$ cat src/rtl/scrambler_pkg.sv
// Shared defaults and request-FSM state encoding for the DRBG key slicer.
package scrambler_pkg;

    localparam int WORD_WIDTH_DEF = 256;
    localparam int KEY_WIDTH_DEF  = 16;
    localparam int CNT_WIDTH_DEF  = 32;

    typedef enum logic [1:0] {
        S_IDLE    = 2'd0,
        S_REQ     = 2'd1,
        S_RELEASE = 2'd2
    } req_state_e;

endpackage : scrambler_pkg

$ cat src/rtl/drbg_req_fsm.sv
// DRBG next_bits/next_bits_ready level handshake with at most one request in flight.
// capture_o strobes for the one cycle a returned word must be written into the buffer.
module drbg_req_fsm
    import scrambler_pkg::*;
(
    input  logic clk,
    input  logic reset_n,
    input  logic enable_i,
    input  logic flush_i,
    input  logic init_ready_i,
    input  logic buf_full_i,
    input  logic next_bits_ready_i,
    output logic next_bits_o,
    output logic capture_o
);

    req_state_e state_q, state_d;
    logic       req_q, req_d;
    logic       flushed_q, flushed_d;

    // NOTE: state registers use non-blocking (<=) so every flop samples pre-edge values.
    always_ff @(posedge clk or negedge reset_n) begin
        if (!reset_n) begin
            state_q   <= S_IDLE;
            req_q     <= 1'b0;
            flushed_q <= 1'b0;
        end else begin
            state_q   <= state_d;
            req_q     <= req_d;
            flushed_q <= flushed_d;
        end
    end

    // NOTE: every output of this block gets a default first, so no path can infer a latch.
    always_comb begin
        state_d   = state_q;
        req_d     = req_q;
        flushed_d = flushed_q;
        capture_o = 1'b0;
        unique case (state_q)
            S_IDLE: begin
                if (enable_i && init_ready_i && !flush_i && !buf_full_i) begin
                    state_d   = S_REQ;
                    req_d     = 1'b1;
                    flushed_d = 1'b0;
                end
            end
            S_REQ: begin
                // A word requested before a flush belongs to the old stream and is dropped.
                if (next_bits_ready_i) begin
                    capture_o = !(flushed_q || flush_i);
                    req_d     = 1'b0;
                    state_d   = S_RELEASE;
                end else if (flush_i) begin
                    flushed_d = 1'b1;
                end
            end
            S_RELEASE: begin
                if (!next_bits_ready_i) begin
                    state_d = S_IDLE;
                end
            end
            default: begin
                state_d = S_IDLE;
                req_d   = 1'b0;
            end
        endcase
    end

    assign next_bits_o = req_q;

endmodule : drbg_req_fsm

$ cat src/rtl/drbg_key_slicer.sv
// Two-word ping-pong buffer fed by the DRBG, sliced LSB-first into per-line scramble keys.
module drbg_key_slicer
    import scrambler_pkg::*;
#(
    parameter int WORD_WIDTH = WORD_WIDTH_DEF,
    parameter int KEY_WIDTH  = KEY_WIDTH_DEF,
    parameter int CNT_WIDTH  = CNT_WIDTH_DEF
) (
    input  logic                  clk,
    input  logic                  reset_n,
    input  logic                  enable,
    input  logic                  flush,
    input  logic                  drbg_init_ready,
    output logic                  drbg_next_bits,
    input  logic                  drbg_next_bits_ready,
    input  logic [WORD_WIDTH-1:0] drbg_random_bits,
    output logic                  key_valid,
    input  logic                  key_ready,
    output logic [KEY_WIDTH-1:0]  key,
    output logic                  underrun,
    output logic [CNT_WIDTH-1:0]  words_consumed
);

    localparam int N     = WORD_WIDTH / KEY_WIDTH;
    localparam int PTR_W = (N > 1) ? $clog2(N) : 1;

    if (WORD_WIDTH % KEY_WIDTH != 0) begin : g_width_check
        $error("WORD_WIDTH must be an integer multiple of KEY_WIDTH");
    end

    logic [WORD_WIDTH-1:0] slot_q [2];
    logic                  rd_q, rd_d;
    logic [1:0]            count_q, count_d;
    logic [PTR_W-1:0]      ptr_q, ptr_d;
    logic                  underrun_q, underrun_d;
    logic [CNT_WIDTH-1:0]  words_q, words_d;
    logic                  capture;
    logic                  accept;
    logic                  pop;
    logic                  wr_idx;

    drbg_req_fsm u_req_fsm (
        .clk               (clk),
        .reset_n           (reset_n),
        .enable_i          (enable),
        .flush_i           (flush),
        .init_ready_i      (drbg_init_ready),
        .buf_full_i        (count_q == 2'd2),
        .next_bits_ready_i (drbg_next_bits_ready),
        .next_bits_o       (drbg_next_bits),
        .capture_o         (capture)
    );

    assign key_valid = (count_q != 2'd0);
    assign accept    = key_valid && key_ready;
    assign pop       = accept && (ptr_q == PTR_W'(N - 1));
    // With one word held the free slot is the other one; a same-cycle pop makes it the new rd.
    assign wr_idx    = rd_q ^ (count_q == 2'd1);

    // NOTE: the word storage has no reset; key is gated by key_valid so stale data never shows.
    always_ff @(posedge clk) begin
        if (capture) begin
            slot_q[wr_idx] <= drbg_random_bits;
        end
    end

    always_ff @(posedge clk or negedge reset_n) begin
        if (!reset_n) begin
            rd_q       <= 1'b0;
            count_q    <= 2'd0;
            ptr_q      <= '0;
            underrun_q <= 1'b0;
            words_q    <= '0;
        end else begin
            rd_q       <= rd_d;
            count_q    <= count_d;
            ptr_q      <= ptr_d;
            underrun_q <= underrun_d;
            words_q    <= words_d;
        end
    end

    always_comb begin
        rd_d       = rd_q;
        count_d    = count_q;
        ptr_d      = ptr_q;
        underrun_d = underrun_q;
        words_d    = words_q;
        if (flush) begin
            rd_d       = 1'b0;
            count_d    = 2'd0;
            ptr_d      = '0;
            underrun_d = 1'b0;
        end else begin
            if (accept) begin
                ptr_d = pop ? '0 : ptr_q + PTR_W'(1);
            end
            if (pop) begin
                rd_d    = ~rd_q;
                words_d = words_q + CNT_WIDTH'(1);
            end
            count_d = count_q + 2'(capture) - 2'(pop);
            if (key_ready && !key_valid && enable) begin
                underrun_d = 1'b1;
            end
        end
    end

    assign key            = key_valid ? slot_q[rd_q][ptr_q*KEY_WIDTH +: KEY_WIDTH] : '0;
    assign underrun       = underrun_q;
    assign words_consumed = words_q;

endmodule : drbg_key_slicer

$ cat config.mk
export PLATFORM = sky130hd
export DESIGN_NAME = drbg_key_slicer
export DESIGN_NICKNAME = d
export VERILOG_FILES = /design/src/rtl/scrambler_pkg.sv /design/src/rtl/drbg_req_fsm.sv /design/src/rtl/drbg_key_slicer.sv
export SDC_FILE = /design/constraint.sdc
export NUM_CORES = 1
export LEC_CHECK = 0
export ABC_AREA = 1
export CELL_PAD_IN_SITES_DETAIL_PLACEMENT = 1
export CELL_PAD_IN_SITES_GLOBAL_PLACEMENT = 2
export CORE_MARGIN = 10
export CORE_UTILIZATION = 36
export DETAILED_ROUTE_END_ITERATION = 10
export PLACE_DENSITY_LB_ADDON = 0.1
export RECOVER_POWER = 25
export SYNTH_ARGS = -nofsm -noshare
export SYNTH_HDL_FRONTEND = slang
export SYNTH_SLANG_ARGS = --single-unit
$ cat constraint.sdc
create_clock -name clk -period 13.8 [get_ports clk]
set_clock_uncertainty 0.1 [all_clocks]
set_input_delay 1.38 -clock clk [delete_from_list [all_inputs] [get_ports clk]]
set_output_delay 1.38 -clock clk [all_outputs]
set_load 0.005 [all_outputs]
Word level (Yosys, flattened, before mapping). Memories as Yosys holds them, arrays and structs flattened. Index checks and enable logic that the tools add are counted.

Add/subtract/negate cells: 4. Eq/ne operators: 10. Shift-type cells: 1. Multiplexer cells: 24. Bitwise logic cells: 4. Reductions and logical operators: 22.

Operators with widths (count): 256-bit by 9-bit variable part select with 16-bit output (1); 32-bit by 1-bit adder with 32-bit output (second input constant) (1); 16-bit 2-to-1 mux (1); 1-bit 2-to-1 mux (13); 4-bit 2-to-1 mux (3); 2-bit nonzero test (5); 2-bit 2-to-1 mux (4); 2-bit != test (second input constant) (4); 1-bit logical AND (7); 2-bit one-hot mux with 3 select lines (1); 3-bit AND reduction (2); 4-bit by 1-bit adder with 4-bit output (second input constant) (1); 2-bit by 1-bit == test with 1-bit output (second input constant) (2); 2-bit == test (second input constant) (2); 4-bit == test (second input constant) (1); 1-bit zero test (4); 4-bit AND reduction (1); 1-bit NOT (3); 1-bit one-hot mux with 3 select lines (1); 2-bit by 1-bit adder with 2-bit output (1); 2-bit zero test (1); 2-bit by 1-bit != test with 1-bit output (second input constant) (1); 1-bit one-hot mux with 2 select lines (1); 2-bit AND reduction (1); other kinds (3) (3).

Register bits after elaboration: 44. Bits in writable memories: 512. Output and inout bits: 51. Word-level logic and storage cells: 74. Memories: 1.

Memory list: slot_q (words 2, bits a word 256, read ports 1, clocked after Yosys merged registers in 0, wr ports 1, RTL line drbg_key_slicer.sv:31) `logic [WORD_WIDTH-1:0] slot_q [2];`.

Longest topological paths before layout. Gate-level depths: netlist of the first run.

Word-level depth: 7. Mapped depth: 12.

By module. Synthesis of the first run repeated with hierarchy kept, for this count alone.

Cell total of the unflattened synthesis: 2012. Area, all modules: 22920.7 µm².

By module, submodules not included: drbg_key_slicer (times used 1, cells each 1980, area each 22700.5 µm², seq. area each 16375.7 µm²); drbg_req_fsm (times used 1, cells each 32, area each 220.2 µm², seq. area each 100.1 µm²).

Worst setup path after synthesis of the first run. No wires, ideal clock.

Kind: in2reg. Start: input port flush. End: memory slot_q[0][0] (netlist name), enable pin. Library setup time: 0.877 ns. Arrival: 12.286 ns. Required time: 12.823 ns. Slack: 0.538 ns. Stages on the path: 3. Path buffers: 0. Cells stage by stage: nor2_1 -> nand3_1 -> nor2_1.

Longest elaborated chain between the ends: 6.

Ends and longest elaborated chain: start, declared (RTL line drbg_key_slicer.sv:12) `input logic flush,`; 1-bit logical OR (RTL line drbg_req_fsm.sv:51) `capture_o = !(flushed_q || flush_i);`; 1-bit zero test (RTL line drbg_req_fsm.sv:51); 1-bit 2-to-1 mux (RTL line drbg_req_fsm.sv:50) `if (next_bits_ready_i) begin`; 1-bit 2-to-1 mux (RTL line drbg_req_fsm.sv:40) `unique case (state_q)`; 1-bit 2-to-1 mux (RTL line drbg_key_slicer.sv:62) `if (capture) begin`; 1-bit 2-to-1 mux (not written as such) (RTL line drbg_key_slicer.sv:63) `slot_q[wr_idx] <= drbg_random_bits;`; end, declared (RTL line drbg_key_slicer.sv:31).

Every way passes these cells.

Worst setup path in the final report of the first run.
Start: register rd_q. End: output port key[15].

Longest elaborated chain between the ends: 3.

Ends and longest elaborated chain: start, declared (RTL line drbg_key_slicer.sv:32) `logic rd_q, rd_d;`; start signal, assigned (RTL line drbg_key_slicer.sv:75) `rd_q <= rd_d;`; memory read 2 x 256 bit; 256-bit by 9-bit variable part select with 16-bit output (RTL line drbg_key_slicer.sv:109) `assign key = key_valid ? slot_q[rd_q][ptr_q*KEY_WIDTH +: KEY_WIDTH] : '0;`; 16-bit 2-to-1 mux (RTL line drbg_key_slicer.sv:109); end, declared (RTL line drbg_key_slicer.sv:19) `output logic [KEY_WIDTH-1:0] key,`.

Every way passes these cells.

==> results of run 1 <==
## layout make-up
| type | instances | area [um^2] |
|---|---|---|
| Clock buffer | 79 | 1732 |
| Antenna cell | 1 | 2.502 |
| Clock inverter | 36 | 342.8 |
| Tap cell | 846 | 1059 |
| Multi-Input combinational cell | 1330 | 5796 |
| Timing Repair Buffer | 327 | 3258 |
| Fill cell | 6664 | 34380 |
| Sequential cell | 556 | 16480 |
| Inverter | 34 | 145.1 |
## registers in the layout, summed over array words and instances (netlist names)
name / count
count_q: 2
ptr_q: 4
rd_q: 1
slot_q: 512
u_req_fsm.flushed_q: 1
u_req_fsm.next_bits_o: 1
u_req_fsm.state_q: 2
underrun: 1
words_consumed: 32
## per-stage QoR
step	total power [uW]	instances	instance area (um^2)	utilization, %
floorplan	2140	2027	23010	-
global route	4088	3209	28820	45.60
global placement	2291	3093	26740	42.32
finish	3948	3209	28820	45.60
detailed placement	2298	3093	26740	42.32
CTS	4004	3208	28820	45.60
## Yosys cell counts, drive strengths merged
cell and count:
edfxtp 512, ha 4, clkinv 2, inv 32
clkbuf 11, o21ai 44, a21oi 52, nor2 178
dfrtp 44, a221oi 1, nand4 3, xnor2 11
nand3 333, buf 96, nand2 680, a31oi 1
xor2 11, nand3b 7, nor3 4, and2 1
## final timing paths
| kind | from | to | slack (ns) |
|---|---|---|---|
| worst min register to register | u_req_fsm.state_q[0] | u_req_fsm.state_q[1] | 0.37 |
| max in group asynchronous | reset_n | ptr_q[0] | 11.86 |
| worst max register to register | rd_q | slot_q[0][211] | 7.09 |
| worst min-delay path | u_req_fsm.state_q[0] | u_req_fsm.state_q[1] | 0.37 |
| min in group asynchronous | reset_n | words_consumed[22] | 0.91 |
| worst max-delay path | rd_q | key[15] | 7.09 |
## layer usage
metal / part of all wire [%] / routed length, um / vias to the layer above / track usage (%)
li1: - / - / 7572 / -
met3: 4.5 / 3346 / 100 / 3.467
met1: 43 / 31770 / 7965 / 24.81
met4: 1.9 / 1436 / 0 / 4.620
met5: 0 / 0 / - / 0
met2: 50 / 37130 / 379 / 33.66
## worst reg2reg max path, cell delays in order, from the launching register on
cell and delay (ns):
dfrtp_4 0.75, inv_8 0.64, buf_4 0.91, buf_4 0.86, xor2_1 0.30, nor2_4 0.14
buf_4 0.63, buf_4 0.92, buf_4 1.03
## cell families after synthesis
logic type	synth area share, %
AO/OA/AOI/OAI	2.153
XOR/XNOR	0.8373
adder cells (fa/ha/maj)	0.2175
buffers and inverters	3.268
flip-flops	71.60
AND/OR/NAND/NOR	21.92
## report_power, final
group          total [uW]  switching (uW)  leakage (uW)  internal (uW)
logic                 296             183       0.00404            113
clock network        1700             692       0.00102           1010
registers            1950            21.7       0.00522           1930
total                3950             897        0.0103           3050
==> impl_metrics.toml, run 1 <==
[grt]
grt_usage_pct = 19.41
antenna_found_initial = 12
grt.overflow.total = 0
grt_pass1_vias = 17070
grt_pass1_wl_um = 108700
grt_max_degree = 201

[floorplan]
io_pins = 314
die_area_mm2 = 0.07443
core_mm2 = 0.06320
num_rows = 92
die_y_um = 272.8
initial_utilization_pct = 36.41
die_width_um = 272.8

[clock_tree]
cts-root-buf = "clkbuf_16"
cts_tree = "done"
tritoncts.num_buffers = 66
clkLatencyLatePin_ns = 0.59
postCtsSetupBuffers = 0
cts-resized-gates = 0
numClockSinks = 556
clk_pin_slew_worst_paths_ns = 0.06
cts_buffer_depth = 3
cts_hold_buf = 0
htree_levels = 3

[setup_path]
cp-start-kind = "flip-flop"
worstSetupEndpointType = "primary output"
critPathKind = "reg -> out"
path_delay_family = "buffers and inverters"
critical_path_required_ns = 12.32
cp.buffers_inverters = 4
arrival_ns = 5.23
cp.depth = 10
critical_path.slowest_cell = "buf_4"
reg2reg_depth = 8
max_stage_delay_ns = 0.82
cp_cell_sequence = "inv_8, buf_4, buf_4, nand2_1, nand3_1, nand3_1, nand3_1, a21oi_1, nor2_1, clkdlybuf4s50_1"
crit_fanout = 110
cpMostUsedCell = "nand3_1"

[logic_synthesis]
synthCells = 2027
syn-num-nets = 2294
synth_area_leader_cell = "edfxtp_1"
syn_area_per_cell_um2 = 11.35
synthesis.area_mm2 = 0.02301
ys_ff_latch = 556
synth_top_area_share_pct = 66.82
synth.area.top_cells = "edfxtp_1 67%, nand2_1 11%, nand3_1 7.2%, dfrtp_1 4.8%, nor2_1 2.8%"
ys_seq_area_share_pct = 71.60
synthDistinctLibCells = 30
yosys_warnings = 0

[power]
powerDensity_mw_per_mm2 = 137.0
ir_drop_v = 0.00008726
total_leakage_power_uw = 0.01029

[route]
drt_pre_antenna_iters = 7
avgRoutedWirePerCell_um = 22.96
initialDrtViolationCount = 1047
vias = 16020
routed_via_density = 4.991
ant_nets = 0
wl_um = 73690
drc = 0

[run]
drv_cap = 0

[timing]
rsz0062_at_grt = "no"
setup_viol_count_final = 0
maxSlewHeadroom_pct = 24.87
holdWs_ns = 0.3673
setup_ws_ns = 7.088
worst_pin_slew_ns = 1.127
fin_crit_sh_pct = 48.64
drv_slew = 0
hold_viol = 0
fin_crit_ns = 6.712
max_clock_freq_mhz = 149.0
fin_tns_setup_ns = 0

[finish]
layout_common_cells = "677 x nand2_1, 512 x edfxtp_1, 332 x nand3_1, 169 x nor2_1, 165 x clkdlybuf4s50_1"
final_common_cell = "nand2_1"
drive_gt1_share_pct = 5.546
nets = 2582
area_growth_pct = 25.24

[hold_path]
holdPathStages = 1
hold_path_class = "reg -> reg"

[run_status]
status = "complete, no violations"

[place]
place_ws_ns = 7.092
place_congestion = 0.7579
portBuffers = 313
hpwl_um = 48590
No activity file was read; power rests on OpenSTA's default activity.
==> run 2: changes to the inputs <==
- clock period: 13.8 -> 6.75 ns (I/O delays scaled with it)
==> impl_metrics.toml, run 2 (synthesized netlist as in run 1, its figures left out) <==
[place]
hpwl_um = 48680
place_congestion = 0.7754
portBuffers = 313

[finish]
seqCellArea_mm2 = 0.01648
multiInputGateArea_mm2 = 0.005796
final_common_cell = "nand2_1"
drive_gt1_share_pct = 5.544
largest_reg_flops = 512
layout_common_cells = "677 x nand2_1, 512 x edfxtp_1, 332 x nand3_1, 187 x clkdlybuf4s50_1, 169 x nor2_1"
fill_cells = 6641
top_register = "slot_q"
area_growth_pct = 25.40
nets = 2580

[power]
pwr-share-comb_pct = 7.5
pwr-share-seq_pct = 49.8
powerDensity_mw_per_mm2 = 278.0
total_leakage_power_uw = 0.01028
ir_drop_v = 0.0002164
clkPwrFrac_pct = 42.7
switching_power_uw = 1808
intPower_uw = 6215
power_uw = 8022
swShare_pct = 22.53

[floorplan]
die_y_um = 272.8
die_area_mm2 = 0.07443
core_mm2 = 0.06320
io_pins = 314
initial_utilization_pct = 36.41
num_rows = 92
die_width_um = 272.8

[timing]
maxSlewHeadroom_pct = -74.05
fin_crit_ns = 5.182
rsz0062_at_grt = "no"
drv_slew = 45
fin_crit_sh_pct = 76.77
worst_pin_slew_ns = 2.611
setup_viol_count_final = 0
hold_viol = 0
max_clock_freq_mhz = 193.0
fin_tns_setup_ns = 0

[grt]
grt.overflow.total = 0
grt_pass1_vias = 17110
grt_pass1_wl_um = 109400
grt_usage_pct = 19.42
grt_max_degree = 186
antenna_found_initial = 12

[setup_path]
arrival_ns = 4.41
crit_fanout = 32
critPathKind = "reg -> out"
worstSetupEndpointType = "primary output"
cp.buffers_inverters = 2
cp_cell_sequence = "inv_2, nor2_4, nand3_1, nand2_1, nor2_1, nand2_1, nand2_1, nor2_1, clkdlybuf4s50_1"
cpMostUsedCell = "nand2_1"
critical_path.slowest_cell = "dfrtp_1"
path_delay_family = "simple AND/OR/NAND/NOR gates"
max_stage_delay_ns = 1.02
cp-start-kind = "flip-flop"
critical_path_required_ns = 5.97

[route]
drt_pre_antenna_iters = 5
initialDrtViolationCount = 1053
routed_via_density = 4.977
vias = 16000
ant_nets = 0
wl_um = 73850
drc = 0
avgRoutedWirePerCell_um = 22.97

[clock_tree]
htree_levels = 2
postCtsSetupBuffers = 0
clkLatencyLatePin_ns = 0.63
cts-root-buf = "clkbuf_16"
clk_pin_slew_worst_paths_ns = 0.06
cts_buffer_depth = 3
cts_tree = "done"
cts-resized-gates = 0
cts_hold_buf = 0
numClockSinks = 556
tritoncts.num_buffers = 61

[hold_path]
hold_path_class = "reg -> reg"

[run_status]
failed_checks = "max-capacitance violations, max-slew violations"
status = "complete, but fails checks"

[run]
drv_cap = 1
-- run 2: cell types whose count changed in the layout (fill, tap and decap cells not counted), moves of 2 or more --
| cell | change |
|---|---|
| inv_6 | -2 |
| dlygate4sd3_1 | -22 |
| diode_2 | +5 |
| buf_12 | +2 |
| clkbuf_16 | -5 |
| clkdlybuf4s50_1 | +22 |
| bufinv_16 | +3 |
-- run 2: final timing paths --
kind	cells past startpoint	endpoint	slack (ns)	from
hold / removal	1	u_req_fsm.state_q[1]	0.37	u_req_fsm.state_q[0]
setup reg to reg	6	slot_q[1][229]	2.83	rd_q
setup / recovery	9	key[13]	1.57	ptr_q[2]
min in group asynchronous	2	words_consumed[22]	0.87	reset_n
hold reg to reg	1	u_req_fsm.state_q[1]	0.37	u_req_fsm.state_q[0]
max in group asynchronous	2	rd_q	3.84	reset_n
-- run 2: power groups by stage --
stage | Clock, uW | Combinational [uW] | Sequential (uW)
CTS | 3500 | 637 | 3990
global route | 3660 | 666 | 4000
global placement | 0 | 625 | 4060
finish | 3430 | 605 | 3990
detailed placement | 0 | 635 | 4060
floorplan | 0 | 262 | 4070
-- run 2: per-stage QoR --
step,util [%],std cells,setup WS [ns],instance area [um^2],hold WS (ns)
CTS,45.64,3209,1.482,28840,0.05028
global placement,42.39,3096,2.118,26790,0.3480
global route,45.64,3211,1.270,28850,0.3949
finish,45.66,3215,1.568,28860,0.3728
detailed placement,42.39,3096,2.166,26790,0.3772
floorplan,-,2027,1.286,23020,0.2794
-- run 2: worst reg2reg max path, stage by stage (launching register included) --
cell        delay, ns
dfrtp_4          0.81
inv_8            0.70
buf_4            0.46
xor2_1           0.33
nand4_1          0.20
clkinvlp_4       0.16
buf_12           0.52
-- run 2: layout make-up --
type	instances	share of cell area, %
Clock buffer	74	5.568
Multi-Input combinational cell	1330	20.08
Antenna cell	6	0.05203
Inverter	34	0.4987
Timing Repair Buffer	330	11.44
Tap cell	846	3.668
Sequential cell	556	57.13
Clock inverter	39	1.557
-- run 2: metal layers --
| metal | global-route usage (%) | share of wire (%) | routed length [um] |
|---|---|---|---|
| met5 | 0 | 0.018 | 13 |
| met4 | 5.307 | 2.2 | 1636 |
| met3 | 4.061 | 5.6 | 4100 |
| met2 | 33.26 | 50 | 36660 |
| met1 | 24.55 | 43 | 31430 |
